**config.mk**
```make
export PLATFORM = sky130hd
export DESIGN_NAME = bf16_mul_arbiter
export DESIGN_NICKNAME = d
export VERILOG_FILES = /design/src/rtl/bf16_mul_arbiter.sv
export SDC_FILE = /design/constraint.sdc
export NUM_CORES = 1
export LEC_CHECK = 0
export BUFFER_PORTS_ARGS = -buffer_cell sky130_fd_sc_hd__buf_2
export CAP_MARGIN = 20
export CORE_MARGIN = 2
export CORE_UTILIZATION = 44
export CTS_CLUSTER_SIZE = 8
export DETAILED_ROUTE_END_ITERATION = 8
export PLACE_DENSITY_LB_ADDON = 0.1
export SETUP_SLACK_MARGIN = 0.2
export SLEW_MARGIN = 20
export SYNTH_ARGS = -nofsm -noshare
export SYNTH_HDL_FRONTEND = slang
export SYNTH_SLANG_ARGS = --single-unit
```
**constraint.sdc**
```tcl
create_clock -name clk -period 3.6 [get_ports clk]
set_input_delay 0.72 -clock clk [delete_from_list [all_inputs] [get_ports clk]]
set_output_delay 0.72 -clock clk [all_outputs]
set_load 0.02 [all_outputs]
```
**src/rtl/bf16_mul_arbiter.sv**
```systemverilog
// Round-robin arbiter sharing one fixed-latency pipelined bf16 multiplier among NREQ requesters.
// A tag pipeline follows each issued pair so its product is returned to the requester that sent it.
module bf16_mul_arbiter #(
    parameter int unsigned NREQ    = 4,
    parameter int unsigned LATENCY = 3
) (
    input  logic                 clk,
    input  logic                 rst,
    input  logic                 en,
    input  logic [NREQ-1:0]      req_valid,
    input  logic [NREQ*32-1:0]   req_data,
    output logic [NREQ-1:0]      req_ready,
    output logic [31:0]          mul_in,
    output logic                 mul_stb,
    input  logic [15:0]          mul_z,
    output logic [NREQ-1:0]      resp_valid,
    output logic [15:0]          resp_z,
    output logic [3:0]           inflight,
    output logic                 idle
);

    localparam int unsigned PW = (NREQ > 1) ? $clog2(NREQ) : 1;
    localparam int unsigned DW = 32;
    localparam int unsigned CW = 4;

    logic [PW-1:0] ptr;
    logic [PW-1:0] grant_id;
    logic [PW-1:0] iss_id;
    logic          found;
    logic          hs;
    logic          resp_any;
    logic [CW-1:0] inflight_nxt;

    logic [DW-1:0]      data_arr [NREQ];
    logic [LATENCY-1:0] tag_v;
    logic [PW-1:0]      tag_id   [LATENCY];

    for (genvar g = 0; g < NREQ; g++) begin : g_unpack
        assign data_arr[g] = req_data[g*DW +: DW];
    end

    // First valid requester at or after ptr, wrapping; grant is gated by en and reset.
    always_comb begin
        found     = 1'b0;
        grant_id  = '0;
        req_ready = '0;
        for (int unsigned k = 0; k < NREQ; k++) begin
            if (!found && req_valid[PW'((32'(ptr) + k) % NREQ)]) begin
                found    = 1'b1;
                grant_id = PW'((32'(ptr) + k) % NREQ);
            end
        end
        if (found && en && !rst) begin
            req_ready[grant_id] = 1'b1;
        end
    end

    assign hs       = |req_ready;
    assign resp_any = |resp_valid;

    // Occupancy count: issue adds one, a returned product removes one.
    always_comb begin
        inflight_nxt = inflight;
        case ({hs, resp_any})
            2'b10:   inflight_nxt = inflight + CW'(1);
            2'b01:   inflight_nxt = inflight - CW'(1);
            default: inflight_nxt = inflight;
        endcase
    end

    always_ff @(posedge clk) begin
        if (rst) begin
            ptr        <= '0;
            mul_stb    <= 1'b0;
            mul_in     <= '0;
            iss_id     <= '0;
            tag_v      <= '0;
            for (int unsigned i = 0; i < LATENCY; i++) begin
                tag_id[i] <= '0;
            end
            resp_valid <= '0;
            resp_z     <= '0;
            inflight   <= '0;
            idle       <= 1'b1;
        end else begin
            mul_stb <= hs;
            if (hs) begin
                mul_in <= data_arr[grant_id];
                iss_id <= grant_id;
                ptr    <= PW'((32'(grant_id) + 1) % NREQ);
            end

            // Tags advance every cycle in lockstep with the multiplier; no stall exists.
            tag_v[0]  <= mul_stb;
            tag_id[0] <= iss_id;
            for (int unsigned i = 1; i < LATENCY; i++) begin
                tag_v[i]  <= tag_v[i-1];
                tag_id[i] <= tag_id[i-1];
            end

            if (tag_v[LATENCY-1]) begin
                resp_valid <= NREQ'(1) << tag_id[LATENCY-1];
                resp_z     <= mul_z;
            end else begin
                resp_valid <= '0;
            end

            inflight <= inflight_nxt;
            idle     <= (inflight_nxt == '0) && !hs;
        end
    end

endmodule

```
==> results.toml, run 1 <==
[placement]
port_buffers = 212
place_congestion = 0.7753
dpl.cell_count = 695
dp_slack_ns = 0.5214
hpwl_mm = 7.784

[cts]
cts_setup_buffers = 0
clock-sinks = 71
clk_pin_slew_worst_paths_ns = 0.09
clock_path_buffers = 2
cts_resized = 0
ctsHoldBuffers = 0
cts_htree_levels = 3
numCtsBuffers = 9
insertion_delay_ns = 0.34
cts-root-buf = "clkbuf_8"
cts_tree = "yes"

[critical_path]
path_max_fanout = 5
path_depth = 11
crit_end = "idle"
r2r-start = "resp_valid[1]"
critical_path.max_stage_delay_ns = 0.49
end_kind = "flop"
cp_top_family = "compound AO/OA/AOI/OAI gates"
start_kind = "input port"
path_buf_inv = 2
timing.rr.end = "idle"
critPathKind = "input port to flop"
ff2ff_setup_slack_ns = 1.17
reg2reg_depth = 8
cp.arrival_ns = 3.00
critPathLaunch = "req_valid[2]"
cp_common_cell = "ha_1"
crit_path_top_delay_cell = "o41ai_2"
required_ns = 3.89
crit_chain = "buf_2 -> o41ai_2 -> nor2_2 -> inv_2 -> ha_1 -> ha_1 -> a21o_1 -> a21oi_1 -> mux2i_1 -> xor2_1 -> a41o_1"

[drt]
first_pass_iters = 4
num_vias = 3641
drt_wl_total_mm = 10.30
detail_route.iter0.violations = 119
drtAntennaViolNets = 0
remaining_drc_errors = 0
drt-wirelength-per-cell_um = 14.48
viasPerCell = 5.121

[cells_and_area]
fillers = 745
seqCellArea_um2 = 1421
area_growth_syn_to_layout_pct = 36.07
nets = 759
multiInputGateArea_um2 = 2009
final_layout_size_suffix_gt1_share_pct = 40.23
diodes = 0
fin_cells = 711

[die]
placementRows = 32
die_y_um = 94.37
ioPinCount = 213
start_util_pct = 46.03
die_w_um = 94.37
core_um2 = 7807
die_area_um2 = 8906

[min_path]
min-delay-path-class = "flop to flop"

[timing]
worst_slack_ns = 0.8906
finalHoldViolCount = 0
slew_violations = 0
clock_skew_ns = 0.01121
slew_headroom_pct = 34.05
whs_ns = 0.4409
rsz0062_at_grt = "false"
fin_tns_setup_ns = 0
worst_pin_slew_ns = 0.9879
setup_viol = 0
min_period_over_period_pct = 75.26
fmax_ghz = 0.3691
period_minus_slack_ns = 2.709

[power]
p_leak_nw = 2.397
vdd_ir_drop_max_mv = 0.1620
powerDensity_nw_per_um2 = 393.5

[global_routing]
grt_pass1_vias = 3477
grt_max_degree = 39
grt.overflow.total = 0
grt_first_pass_wirelength_mm = 15.77
grt_use_total_pct = 22.58
antenna_found_initial = 0

[synthesis]
postSynthAreaPerCell_um2 = 8.873
synth_nets = 560
synth_edf_count = 0
synth-seq-cells = 71
netlist_instances = 405
syn_area_um2 = 3593
synthFlopType = "dfxtp_1"
ys_seq_area_share_pct = 39.55
synth_warnings = 0
synth.distinct_cells = 42
async_flop_share_pct = 0

[job]
max-cap-violations = 0

[run_status]
status = "finished clean"
[cells by family after synthesis]
family | share of synthesized area, %
buf+inv | 4.875
xor+xnor | 0.7313
fa+ha+maj | 1.602
mux | 13.96
simple gates | 18.25
compound gates | 21.03
flops | 39.55
[stage by stage]
stage	util (%)	power (mW)	area [µm²]
4_1_cts	62.63	1.948	4890
3_5_place_dp	60.22	1.342	4702
2_1_floorplan	-	1.166	3593
3_3_place_gp	60.22	1.333	4702
6_report	62.63	1.924	4890
5_1_grt	62.63	2.030	4890
[cell type report]
type                    count  area share (%)
inverters                   4          0.3071
multi-input cells         297           41.10
clock inverters             7           1.305
well taps                 102           2.610
flip-flops and latches     71           29.07
clock buffers               9           2.533
repair buffers            221           23.08
[worst min path at each step]
stage          slack (ns)  cells after the start           end          from
2_1_floorplan        0.41                      1  tag_id[0][2]  tag_id[0][0]
3_3_place_gp         0.42                      1  tag_id[0][2]  tag_id[0][0]
3_5_place_dp         0.43                      1  tag_id[0][2]  tag_id[0][0]
4_1_cts              0.45                      1  tag_id[0][2]  tag_id[0][0]
5_1_grt              0.46                      1  tag_id[0][2]  tag_id[0][0]
6_report             0.44                      1  tag_id[0][2]  tag_id[0][0]
[flip-flops by register name, indices dropped and copies added (netlist names)]
register	flops
ptr	2
tag_id	6
iss_id	2
idle	1
resp_z	16
mul_in	32
resp_valid	4
inflight	4
mul_stb	1
tag_v	3
[per-layer routing]
layer / share of wire (%) / global-route usage [%]
met1: 41 / 25.72
met2: 51 / 41.25
met3: 7.1 / 4.549
met4: 1.2 / 8.937
met5: 0 / 0
[where the power goes]
| group | internal (mW) | switching [mW] | leakage [nW] | total [mW] |
|---|---|---|---|---|
| clock network | 0.265 | 0.337 | 0.0903 | 0.602 |
| registers | 0.837 | 0.0290 | 0.580 | 0.866 |
| logic | 0.202 | 0.254 | 1.73 | 0.456 |
[synth_stat cells, drive strengths merged (2+ instances only)]
| library cell | count | area [µm²] |
|---|---|---|
| a21boi | 32 | 240.2 |
| a21oi | 3 | 15.01 |
| and2 | 3 | 18.77 |
| and3 | 33 | 206.5 |
| buf | 14 | 88.84 |
| clkbuf | 19 | 71.32 |
| dfxtp | 71 | 1421 |
| ha | 3 | 37.54 |
| inv | 4 | 15.01 |
| mux2i | 49 | 490.5 |
| nand2 | 41 | 153.9 |
| nor2 | 29 | 113.9 |
| nor2b | 15 | 93.84 |
| nor4bb | 2 | 20.02 |
| o211ai | 32 | 240.2 |
| o21ai | 33 | 165.2 |
| o21bai | 2 | 15.01 |
| xor2 | 3 | 26.28 |
[placed cells by master, fill, tap and decap left out, drive strengths merged, types with 2 or more instances in the layout]
cell type and n:
nand2 41, a21oi 3, and2 3, nor4bb 2
and3 33, clkinvlp 2, mux2i 49, buf 221
inv 8, nor2 29, o21ai 33, nor2b 15
o211ai 32, ha 3, dfxtp 71, o21bai 2
xor2 3, clkbuf 9, a21boi 32
Note: power is estimated with default switching activity, not from simulation.
==> run 2: changes to the inputs <==
==> constraint.sdc (replaced) <==
create_clock -name clk -period 2.59 [get_ports clk]
set_input_delay 0.518 -clock clk [delete_from_list [all_inputs] [get_ports clk]]
set_output_delay 0.518 -clock clk [all_outputs]
set_load 0.02 [all_outputs]
==> results.toml, run 2 (synthesized netlist as in run 1, its figures left out) <==
[cts]
numCtsBuffers = 9
cts-root-buf = "clkbuf_8"
clk_pin_slew_worst_paths_ns = 0.08
cts_htree_levels = 3
insertion_delay_ns = 0.33
cts_tree = "yes"
clock_path_buffers = 2
clock-sinks = 71

[critical_path]
crit_path_top_delay_cell = "or4_4"
required_ns = 2.87
r2r-start = "resp_valid[1]"
timing.rr.end = "idle"
path_buf_inv = 0
critPathLaunch = "resp_valid[1]"
cp.arrival_ns = 2.59
critical_path.max_stage_delay_ns = 0.56
end_kind = "flop"
path_max_fanout = 4
reg2reg_depth = 8
ff2ff_setup_slack_ns = 0.27
crit_chain = "or4_4 -> ha_4 -> ha_1 -> a21o_1 -> a21oi_2 -> mux2i_1 -> xor2_1 -> a41o_1"
critPathKind = "flop to flop"
cp_top_family = "simple AND/OR/NAND/NOR gates"
start_kind = "flop"

[power]
p_leak_nw = 2.433
powerDensity_nw_per_um2 = 545.2
p_total_mw = 2.703
vdd_ir_drop_max_mv = 0.2513

[min_path]
min-delay-path-class = "input port to flop"
min_from = "mul_z[2]"
worstHoldEndpoint = "resp_z[2]"
hold_depth = 3

[drt]
first_pass_iters = 4
remaining_drc_errors = 0
drtAntennaViolNets = 0
drt_wl_total_mm = 10.42
viasPerCell = 5.162
num_vias = 3691
detail_route.iter0.violations = 157
drt-wirelength-per-cell_um = 14.57

[timing]
worst_pin_slew_ns = 0.9402
clock_skew_ns = 0.009187
slew_headroom_pct = 37.23
fmax_ghz = 0.4318
min_period_over_period_pct = 89.41
period_minus_slack_ns = 2.316
setup_viol = 0
finalHoldViolCount = 0
slew_violations = 0
rsz0062_at_grt = "true"

[cells_and_area]
diodes = 0
reg.largest.list = "mul_in (32), resp_z (16), tag_id (6)"
mostFrequentLayoutCells = "buf_2, dfxtp_1, mux2i_1"
fin_cells = 715
area_growth_syn_to_layout_pct = 37.95
nets = 764
final_layout_size_suffix_gt1_share_pct = 41.27
largest_register_ffs = 32
top_register = "mul_in"
final_common_cell = "buf_2"

[job]
max-cap-violations = 0

[die]
core_um2 = 7807
start_util_pct = 46.03
ioPinCount = 213
die_y_um = 94.37
placementRows = 32
die_w_um = 94.37
die_area_um2 = 8906

[placement]
dpl.cell_count = 698
port_buffers = 212
place_congestion = 0.7985
hpwl_mm = 7.813

[global_routing]
grt_max_degree = 39
grt_pass1_vias = 3411
grt.overflow.total = 0
grt_first_pass_wirelength_mm = 15.57
antenna_found_initial = 0
grt_use_total_pct = 22.29

[run_status]
status = "finished clean"
run 2: cell count changes in the layout (fill, tap and decap cells not counted), moves of 2 or more:
cell        before  now
clkinvlp_4       2    0
inv_6            2    0
inv_8            2    0
clkinv_2         0    3
buf_4            9   14
run 2: tightest hold or removal path: cells and delay by family:
kind / cells / cell delay [ns]
mux: 1 / 0.05
simple gates: 1 / 0.07
buf+inv: 1 / 0.08
run 2: cell type report:
| type | instances | area [µm²] |
|---|---|---|
| clock buffer | 9 | 123.9 |
| clock inverter | 6 | 62.56 |
| timing repair buffer | 226 | 1166 |
| inverter | 4 | 15.01 |
| fill | 746 | 2850 |
| sequential | 71 | 1421 |
| multi-input combinational | 297 | 2041 |
| tap | 102 | 127.6 |
run 2: through the flow:
step	hold WS [ns]	util [%]	setup TNS (ns)	instance area [µm²]	worst slack, ns
2_1_floorplan	0.4138	-	0	3621	0.2049
6_report	0.4208	63.49	0	4957	0.2743
4_1_cts	0.4099	63.25	0	4938	0.2074
3_5_place_dp	0.4267	60.87	-0.009714	4752	-0.009714
3_3_place_gp	0.4161	60.87	0	4752	0.05842
5_1_grt	0.4251	63.49	0	4957	0.1672
run 2: worst max-delay path by stage:
stage	depth (start not counted)	slack, ns	endpoint
floorplan	10	0.20	idle
detailed placement	11	-0.01	idle
global route	8	0.17	idle
CTS	8	0.21	idle
global placement	11	0.06	idle
finish	8	0.27	idle
run 2: timing repair:
item	in CTS	in global routing
gates resized for setup	0	1
setup buffers	0	2
hold buffers	0	0
endpoints found under the setup margin	0	6
hold endpoints to repair	0	0
run 2: metal layers:
metal | global-route usage (%) | vias up | routed length [µm]
li1 | - | 1850 | -
met1 | 24.32 | 1666 | 4065
met2 | 40.89 | 157 | 5261
met3 | 6.145 | 18 | 888
met4 | 8.575 | 0 | 200
met5 | 0 | - | 0
run 2: power breakdown:
part	leakage [nW]	internal [mW]	switching (mW)
Combinational	1.75	0.288	0.357
Sequential	0.580	1.16	0.0400
Clock	0.0988	0.438	0.415
Total	2.43	1.89	0.812
